$ cat src/rtl/pc_stack.sv
// rtl/pc_stack.sv - program counter with hardware return-address stack
// One next-PC action per cycle, chosen by fixed strobe priority; all outputs registered.
module pc_stack #(
    parameter int Psize = 6,
    parameter int Ssize = 4
) (
    input  logic             clk,
    input  logic             reset,
    input  logic             PCstall,
    input  logic             PCincr,
    input  logic             PCabsbranch,
    input  logic             PCrelbranch,
    input  logic             PCcall,
    input  logic             PCreturn,
    input  logic [Psize-1:0] Branchaddr,
    output logic [Psize-1:0] PCout,
    output logic             StackFull,
    output logic             StackEmpty,
    output logic             StackErr
);

    localparam int SPW = $clog2(Ssize + 1);
    localparam int IW  = (Ssize > 1) ? $clog2(Ssize) : 1;
    localparam logic [SPW-1:0] SP_MAX = SPW'(Ssize);

    logic [Psize-1:0] r_pc;
    logic [SPW-1:0]   r_sp;
    logic             r_full;
    logic             r_empty;
    logic             r_err;
    logic [Psize-1:0] r_stack [Ssize];

    logic [Psize-1:0] w_pc_next;
    logic [Psize-1:0] w_pc_plus1;
    logic [SPW-1:0]   w_sp_next;
    logic [SPW-1:0]   w_sp_dec;
    logic [IW-1:0]    w_push_idx;
    logic [IW-1:0]    w_pop_idx;
    logic             w_push;
    logic             w_err_set;

    assign w_pc_plus1 = r_pc + Psize'(1);
    assign w_sp_dec   = r_sp - SPW'(1);
    assign w_push_idx = r_sp[IW-1:0];
    assign w_pop_idx  = w_sp_dec[IW-1:0];

    always_comb begin
        w_pc_next = r_pc;
        w_sp_next = r_sp;
        w_push    = 1'b0;
        w_err_set = 1'b0;
        if (PCstall) begin
            w_pc_next = r_pc;
        end else if (PCreturn) begin
            if (r_empty) begin
                w_err_set = 1'b1;
            end else begin
                w_pc_next = r_stack[w_pop_idx];
                w_sp_next = w_sp_dec;
            end
        end else if (PCcall) begin
            if (r_full) begin
                w_err_set = 1'b1;
            end else begin
                w_push    = 1'b1;
                w_pc_next = Branchaddr;
                w_sp_next = r_sp + SPW'(1);
            end
        end else if (PCabsbranch) begin
            w_pc_next = Branchaddr;
        end else if (PCrelbranch) begin
            // Two's-complement offset: a plain modular add gives the signed result.
            w_pc_next = r_pc + Branchaddr;
        end else if (PCincr) begin
            w_pc_next = w_pc_plus1;
        end
    end

    always_ff @(posedge clk or posedge reset) begin
        if (reset) begin
            r_pc    <= '0;
            r_sp    <= '0;
            r_full  <= 1'b0;
            r_empty <= 1'b1;
            r_err   <= 1'b0;
        end else begin
            r_pc    <= w_pc_next;
            r_sp    <= w_sp_next;
            r_full  <= (w_sp_next == SP_MAX);
            r_empty <= (w_sp_next == '0);
            r_err   <= r_err | w_err_set;
        end
    end

    // Stack storage carries no reset; sp alone decides which entries are live.
    always_ff @(posedge clk) begin
        if (w_push) begin
            r_stack[w_push_idx] <= w_pc_plus1;
        end
    end

    assign PCout      = r_pc;
    assign StackFull  = r_full;
    assign StackEmpty = r_empty;
    assign StackErr   = r_err;

endmodule

$ cat config.mk
export PLATFORM = sky130hd
export DESIGN_NAME = pc_stack
export DESIGN_NICKNAME = d
export VERILOG_FILES = /design/src/rtl/pc_stack.sv
export SDC_FILE = /design/constraint.sdc
export NUM_CORES = 1
export LEC_CHECK = 0
export BUFFER_PORTS_ARGS = -buffer_cell sky130_fd_sc_hd__buf_2
export CAP_MARGIN = 20
export CORE_ASPECT_RATIO = 1.5
export CORE_MARGIN = 5
export CORE_UTILIZATION = 30
export DETAILED_ROUTE_END_ITERATION = 16
export GPL_TIMING_DRIVEN = 0
export PLACE_DENSITY_LB_ADDON = 0.3
export SYNTH_ARGS = -nofsm -noshare
export SYNTH_HDL_FRONTEND = slang
export SYNTH_SLANG_ARGS = --single-unit
$ cat constraint.sdc
create_clock -name clk -period 2.07 [get_ports clk]
set_input_delay 0.1035 -clock clk [delete_from_list [all_inputs] [get_ports clk]]
set_output_delay 0.1035 -clock clk [all_outputs]
set_load 0.02 [all_outputs]
==> impl_metrics.env, run 1 <==
export IMPL_slowest_delay_ns=0.41
export IMPL_worst_slack_ns=0.145
export IMPL_rsz_0062_raised_after_global_routing="false"
export IMPL_num_fill_cells=659
export IMPL_synthesis_area_sq_um=1980
export IMPL_setup_worst_path_start="PCout[0]$_DFFE_PP0P_"
export IMPL_tritoncts_num_buffers=5
export IMPL_synth_top_area_share_pct=36.4
export IMPL_r2r_end="PCout[4]$_DFFE_PP0P_"
export IMPL_grt_antenna_before_repair=0
export IMPL_die_height_um=109
export IMPL_viasPerCell=4.96
export IMPL_grt_first_pass_wirelength_um=6800
export IMPL_power_density_nw_per_um2=1270
export IMPL_detailedPlace_worstSlack_ns=-0.324
export IMPL_timing_reg2reg_worst_path_depth=8
export IMPL_worst_endpoint_required_ns=2.30
export IMPL_ctsHtreeMaxLevel=2
export IMPL_layout_drive_gt1_share_pct=26.3
export IMPL_floorplan_die_area_sq_um=8350
export IMPL_place_congestion=0.790
export IMPL_skew_ns=0.00813
export IMPL_min_period_over_period_pct=93.0
export IMPL_dp_hpwl_um=3300
export IMPL_detail_route_wl_per_cell_um=15.2
export IMPL_post_synth_most_frequent_cells="sky130_fd_sc_hd__edfxtp_1 (24), sky130_fd_sc_hd__nor2_1 (17), sky130_fd_sc_hd__a21oi_1 (15), sky130_fd_sc_hd__inv_1 (12), sky130_fd_sc_hd__dfrtp_1 (11)"
export IMPL_leakage_nw=0.905
export IMPL_ioPinCount=23
export IMPL_first_pass_iters=4
export IMPL_fmax_mhz=519
export IMPL_antenna_diode_count=0
export IMPL_clk_insertion_delay_late_ns=0.28
export IMPL_ws_path_type="reg -> reg"
export IMPL_layoutNonFillerInstCount=274
export IMPL_cts_sink_count=36
export IMPL_initialDrtViolationCount=42
export IMPL_yosysMostFrequentCell="sky130_fd_sc_hd__edfxtp_1"
export IMPL_hold_path_class="in -> reg"
export IMPL_synth_cell_types=42
export IMPL_timing_critical_path_buf_inv=1
export IMPL_post_layout_total_power_w=0.00292
export IMPL_hold_viol_final=0
export IMPL_vdd_ir_drop_worst_mv=0.300
export IMPL_min_delay_path_depth=2
export IMPL_min_delay_start="PCstall"
export IMPL_ys_warn_count=0
export IMPL_regToRegStartpoint="PCout[0]$_DFFE_PP0P_"
export IMPL_worst_path_max_delay_cell="sky130_fd_sc_hd__fa_1"
export IMPL_critical_path_top_delay_family="adder cells"
export IMPL_clk_transition_reported_paths_ns=0.07
export IMPL_postSynthCellCount=168
export IMPL_num_nets_final=222
export IMPL_timing_final_max_slew_violations=0
export IMPL_ant_nets=0
export IMPL_area_growth_syn_to_layout_pct=16.4
export IMPL_gr_usage_all_layers_pct=10.4
export IMPL_finalWirelength_um=4150
export IMPL_register_bit_count_reported_by_yosys=36
export IMPL_synth_area_top_cells="sky130_fd_sc_hd__edfxtp_1 (36%), sky130_fd_sc_hd__dfrtp_1 (14%), sky130_fd_sc_hd__mux4_2 (6.8%), sky130_fd_sc_hd__ha_1 (6.3%), sky130_fd_sc_hd__a21oi_1 (3.8%)"
export IMPL_num_vias=1360
export IMPL_share_of_flip_flops_with_an_asynchronous_set_or_reset_pct=33.3
export IMPL_ctsRootBufferMaster="sky130_fd_sc_hd__clkbuf_8"
export IMPL_worst_hold_path_endpoint="StackErr$_DFF_PP0_"
export IMPL_drc_violations_left=0
export IMPL_reg2reg_setup_slack_ns=0.14
export IMPL_synth_avg_cell_area_sq_um=11.8
export IMPL_core_area_sq_um=6490
export IMPL_syn_nets=193
export IMPL_initial_utilization_pct=30.5
export IMPL_synth_seq_area_share_pct=51.7
export IMPL_chipWidth_um=76.3
export IMPL_grt_overflow_total=0
export IMPL_finalCriticalPeriod_ns=1.93
export IMPL_synth_edf_count=24
export IMPL_utilization_pct=35.5
export IMPL_clock_path_buffers=2
export IMPL_relative_slew_margins_pct=65.8
export IMPL_category_of_the_worst_setup_path_launch_point="flip-flop"
export IMPL_worst_setup_path_end_kind="flip-flop"
export IMPL_report_final_setup_viol=0
export IMPL_place_detailed_instances=265
export IMPL_clock_tree_from_tritoncts="done"
export IMPL_timing_worst_slew_pin_value_ns=0.513
export IMPL_first_global_vias=1405
export IMPL_rows=36
export IMPL_synth_area_leader_cell="sky130_fd_sc_hd__edfxtp_1"
export IMPL_cp_max_fo=3
export IMPL_run_status="finished, final reports clean"
export IMPL_cp_arrival_ns=2.15
export IMPL_crit_chain="ha_1, inv_1, fa_1, nor2b_1, o21ai_1, and3_1, o311ai_1, a31o_2"
export IMPL_top_ff_cell_synth="sky130_fd_sc_hd__edfxtp_1"
export IMPL_port_buffers=21
export IMPL_grt_max_degree=13
export IMPL_max_cap_violations=0
-- placed cells by master (no fill, tap or decap), types with 4 or more instances in the layout --
cell / instances
sky130_fd_sc_hd__a21oi_1: 15
sky130_fd_sc_hd__nand3_1: 6
sky130_fd_sc_hd__a211oi_1: 5
sky130_fd_sc_hd__edfxtp_1: 24
sky130_fd_sc_hd__mux4_2: 6
sky130_fd_sc_hd__nor2_1: 17
sky130_fd_sc_hd__and2_1: 4
sky130_fd_sc_hd__buf_2: 22
sky130_fd_sc_hd__o21ai_0: 6
sky130_fd_sc_hd__inv_1: 12
sky130_fd_sc_hd__xnor2_1: 4
sky130_fd_sc_hd__dfrtp_1: 9
sky130_fd_sc_hd__nand2_1: 6
sky130_fd_sc_hd__clkbuf_8: 6
sky130_fd_sc_hd__ha_1: 9
-- sequential cells by signal, summed over array words and instances, names as in the netlist --
register	count
PCout	6
StackEmpty	1
StackErr	1
StackFull	1
r_sp	3
r_stack	24
-- per-layer routing --
layer	track usage (%)	share of wire, %	vias up
met5	0	0	-
met4	5.13	2.7	0
met1	10.6	38	647
met2	20.4	57	23
met3	1.56	2.6	8
li1	-	-	682
-- metrics by stage --
stage	setup TNS, ns	area, sq um	hold WS (ns)
2_1_floorplan	0	1980	-0.0326
3_3_place_gp	-1.55	2180	0.158
3_5_place_dp	-1.73	2180	0.165
4_1_cts	0	2290	0.140
5_1_grt	0	2300	0.147
6_report	0	2300	0.145
-- power breakdown --
group	internal (W)	leakage [nW]	switching, W	total [W]
logic	0.000578	0.504	0.000702	0.00128
registers	0.00101	0.350	0.000126	0.00114
clock network	0.000266	0.0510	0.000244	0.000509
total	0.00185	0.905	0.00107	0.00292
-- how the worst max path moves through the flow --
stage / endpoint / slack, ns / cells past startpoint
after floorplan: PCout[4]$_DFFE_PP0P_ / 0.03 / 8
after global placement: PCout[4]$_DFFE_PP0P_ / -0.30 / 8
after detailed placement: PCout[4]$_DFFE_PP0P_ / -0.32 / 8
after CTS: PCout[4]$_DFFE_PP0P_ / 0.06 / 7
after global routing: PCout[4]$_DFFE_PP0P_ / 0.02 / 8
final: PCout[4]$_DFFE_PP0P_ / 0.14 / 8
-- kinds of logic after synthesis --
family          Yosys count  share of synthesized area [%]
mux                       9                           8.48
flops                    36                           51.7
fa+ha+maj                11                           7.34
simple gates             45                           11.4
xor+xnor                  8                           3.92
buf+inv                  17                           3.35
compound gates           42                           13.9
-- repair_timing --
action,CTS,global route
endpoints found under the hold margin,11,0
gates resized for setup,4,2
setup buffers,1,0
setup endpoints to repair,8,2
hold buffers,1,0
-- final cells by class --
cell class	instances	area, sq um	area share [%]
timing repair buffer	23	123	5.33
buffer	4	20.0	0.870
inverter	12	45.0	1.96
clock buffer	6	82.6	3.59
clock inverter	2	10.0	0.435
sequential	36	1020	44.5
tap	76	95.1	4.13
multi-input combinational	115	902	39.2
Power figures use the tool's default switching activity.
==> inputs of run 2 (changes only) <==
SETUP_SLACK_MARGIN = 0.15   (was unset)
==> impl_metrics.env, run 2 (synthesis results as in run 1) <==
export IMPL_run_status="finished, final reports clean"
export IMPL_holdWs_ns=0.147
export IMPL_worst_endpoint_required_ns=2.30
export IMPL_design_area_sq_um=2360
export IMPL_timing_final_max_slew_violations=0
export IMPL_mostFrequentLayoutCells="sky130_fd_sc_hd__edfxtp_1 (24), sky130_fd_sc_hd__buf_2 (22), sky130_fd_sc_hd__nor2_1 (17)"
export IMPL_net_switching_share_of_the_total_power_pct=37.6
export IMPL_grt_overflow_total=0
export IMPL_rsz_0062_raised_after_global_routing="true"
export IMPL_clk_transition_reported_paths_ns=0.08
export IMPL_ioPinCount=23
export IMPL_skew_ns=0.0119
export IMPL_clock_power_share_pct=16.9
export IMPL_first_pass_iters=4
export IMPL_tritoncts_num_buffers=5
export IMPL_fmax_mhz=547
export IMPL_finalWirelength_um=4230
export IMPL_area_growth_syn_to_layout_pct=19.3
export IMPL_max_flop_register="r_stack"
export IMPL_gr_usage_all_layers_pct=10.5
export IMPL_vdd_ir_drop_worst_mv=0.340
export IMPL_power_share_sequential_pct=37.9
export IMPL_chipWidth_um=76.3
export IMPL_grt_first_pass_wirelength_um=6960
export IMPL_initial_utilization_pct=30.5
export IMPL_post_layout_total_power_w=0.00301
export IMPL_detail_route_wl_per_cell_um=15.2
export IMPL_p_sw_w=0.00113
export IMPL_layout_drive_gt1_share_pct=30.7
export IMPL_grt_max_degree=14
export IMPL_num_nets_final=226
export IMPL_relative_slew_margins_pct=64.9
export IMPL_postPlaceCellArea_sq_um=2190
export IMPL_cell_internal_power_w=0.00188
export IMPL_dp_hpwl_um=3300
export IMPL_clock_path_buffers=2
export IMPL_viasPerCell=5.10
export IMPL_grt_antenna_before_repair=0
export IMPL_initialDrtViolationCount=102
export IMPL_cts_sink_count=36
export IMPL_worst_setup_path_end_kind="flip-flop"
export IMPL_floorplan_die_area_sq_um=8350
export IMPL_most_common_cell_after_layout_fill_and_taps_aside="sky130_fd_sc_hd__edfxtp_1"
export IMPL_antenna_diode_count=0
export IMPL_tns_ns=0
export IMPL_power_density_nw_per_um2=1280
export IMPL_ctsHtreeMaxLevel=2
export IMPL_report_final_setup_viol=0
export IMPL_first_global_vias=1472
export IMPL_cp_max_fo=3
export IMPL_timing_worst_slew_pin_value_ns=0.526
export IMPL_num_vias=1417
export IMPL_place_congestion=0.808
export IMPL_finalCriticalPeriod_ns=1.83
export IMPL_ctsRootBufferMaster="sky130_fd_sc_hd__clkbuf_8"
export IMPL_die_height_um=109
export IMPL_cp_arrival_ns=2.06
export IMPL_min_period_over_period_pct=88.3
export IMPL_max_cap_violations=0
export IMPL_port_buffers=21
export IMPL_clk_insertion_delay_late_ns=0.29
export IMPL_hold_viol_final=0
export IMPL_core_area_sq_um=6490
export IMPL_ant_nets=0
export IMPL_ws_path_type="reg -> reg"
export IMPL_category_of_the_worst_setup_path_launch_point="flip-flop"
export IMPL_clock_tree_from_tritoncts="done"
export IMPL_largest_reg_flops=24
export IMPL_rows=36
export IMPL_hold_path_class="in -> reg"
export IMPL_leakage_nw=0.916
export IMPL_power_share_combinational_pct=45.2
export IMPL_drc_violations_left=0
run 2: changes by cell type in the layout (fill, tap and decap cells not counted), sizes merged:
cell,delta
buf,+4
clkbuf,-1
clkinv,-1
clkinvlp,+2
run 2: cell type report:
class / instances / area [sq um]
Clock buffer: 5 / 68.8
Inverter: 12 / 45.0
Buffer: 5 / 31.3
Multi-Input combinational cell: 115 / 925
Sequential cell: 36 / 1030
Timing Repair Buffer: 26 / 145
Fill cell: 638 / 4130
Tap cell: 76 / 95.1
Clock inverter: 3 / 23.8
run 2: metal layers:
metal | share of wire (%) | wire, um | GRT usage, %
met4 | 3.2 | 134 | 5.50
met1 | 36 | 1540 | 10.3
met2 | 57 | 2400 | 20.8
met5 | 0 | 0 | 0
met3 | 3.9 | 163 | 1.56
run 2: power by group through the flow:
stage               Sequential, W  Clock (W)  Combinational, W
floorplan                 0.00121          0          0.000862
global placement          0.00116          0           0.00121
detailed placement        0.00117          0           0.00123
CTS                       0.00114   0.000523           0.00132
global route              0.00116   0.000551           0.00152
finish                    0.00114   0.000508           0.00136
run 2: final timing paths:
path                                      startpoint              endpoint  slack [ns]  cells past startpoint
max in group asynchronous                      reset  PCout[0]$_DFFE_PP0P_        1.28                      3
worst min register to register    StackErr$_DFF_PP0_    StackErr$_DFF_PP0_        0.48                      1
worst max-delay path            PCout[0]$_DFFE_PP0P_  PCout[4]$_DFFE_PP0P_        0.24                      8
min in group asynchronous                      reset   StackFull$_DFF_PP0_        0.41                      3
worst min-delay path                         PCstall    StackErr$_DFF_PP0_        0.15                      2
worst max register to register  PCout[0]$_DFFE_PP0P_  PCout[4]$_DFFE_PP0P_        0.24                      8
run 2: repair_timing:
item / 4_1_cts / 5_1_grt
pin swaps: 0 / 2
gates resized for setup: 5 / 9
cloned: 0 / 0
hold endpoints to repair: 11 / 0
setup buffers: 2 / 2
hold buffers: 1 / 0
setup endpoints to repair: 8 / 6
run 2: stage by stage:
stage                     instances  setup WS (ns)  utilization, %
after floorplan                 168          0.161               -
after CTS                       276          0.157            35.8
final                           278          0.241            36.4
after global routing            278          0.140            36.4
after detailed placement        265         -0.109            33.8
after global placement          265        -0.0946            33.8
run 2: critical path, stage by stage, from the launching register on:
cell,delay [ns]
sky130_fd_sc_hd__dfrtp_2,0.39
sky130_fd_sc_hd__ha_4,0.14
sky130_fd_sc_hd__inv_1,0.05
sky130_fd_sc_hd__fa_2,0.35
sky130_fd_sc_hd__nor2b_1,0.12
sky130_fd_sc_hd__o21ai_1,0.09
sky130_fd_sc_hd__and3_1,0.20
sky130_fd_sc_hd__o311ai_2,0.23
sky130_fd_sc_hd__a31o_2,0.19
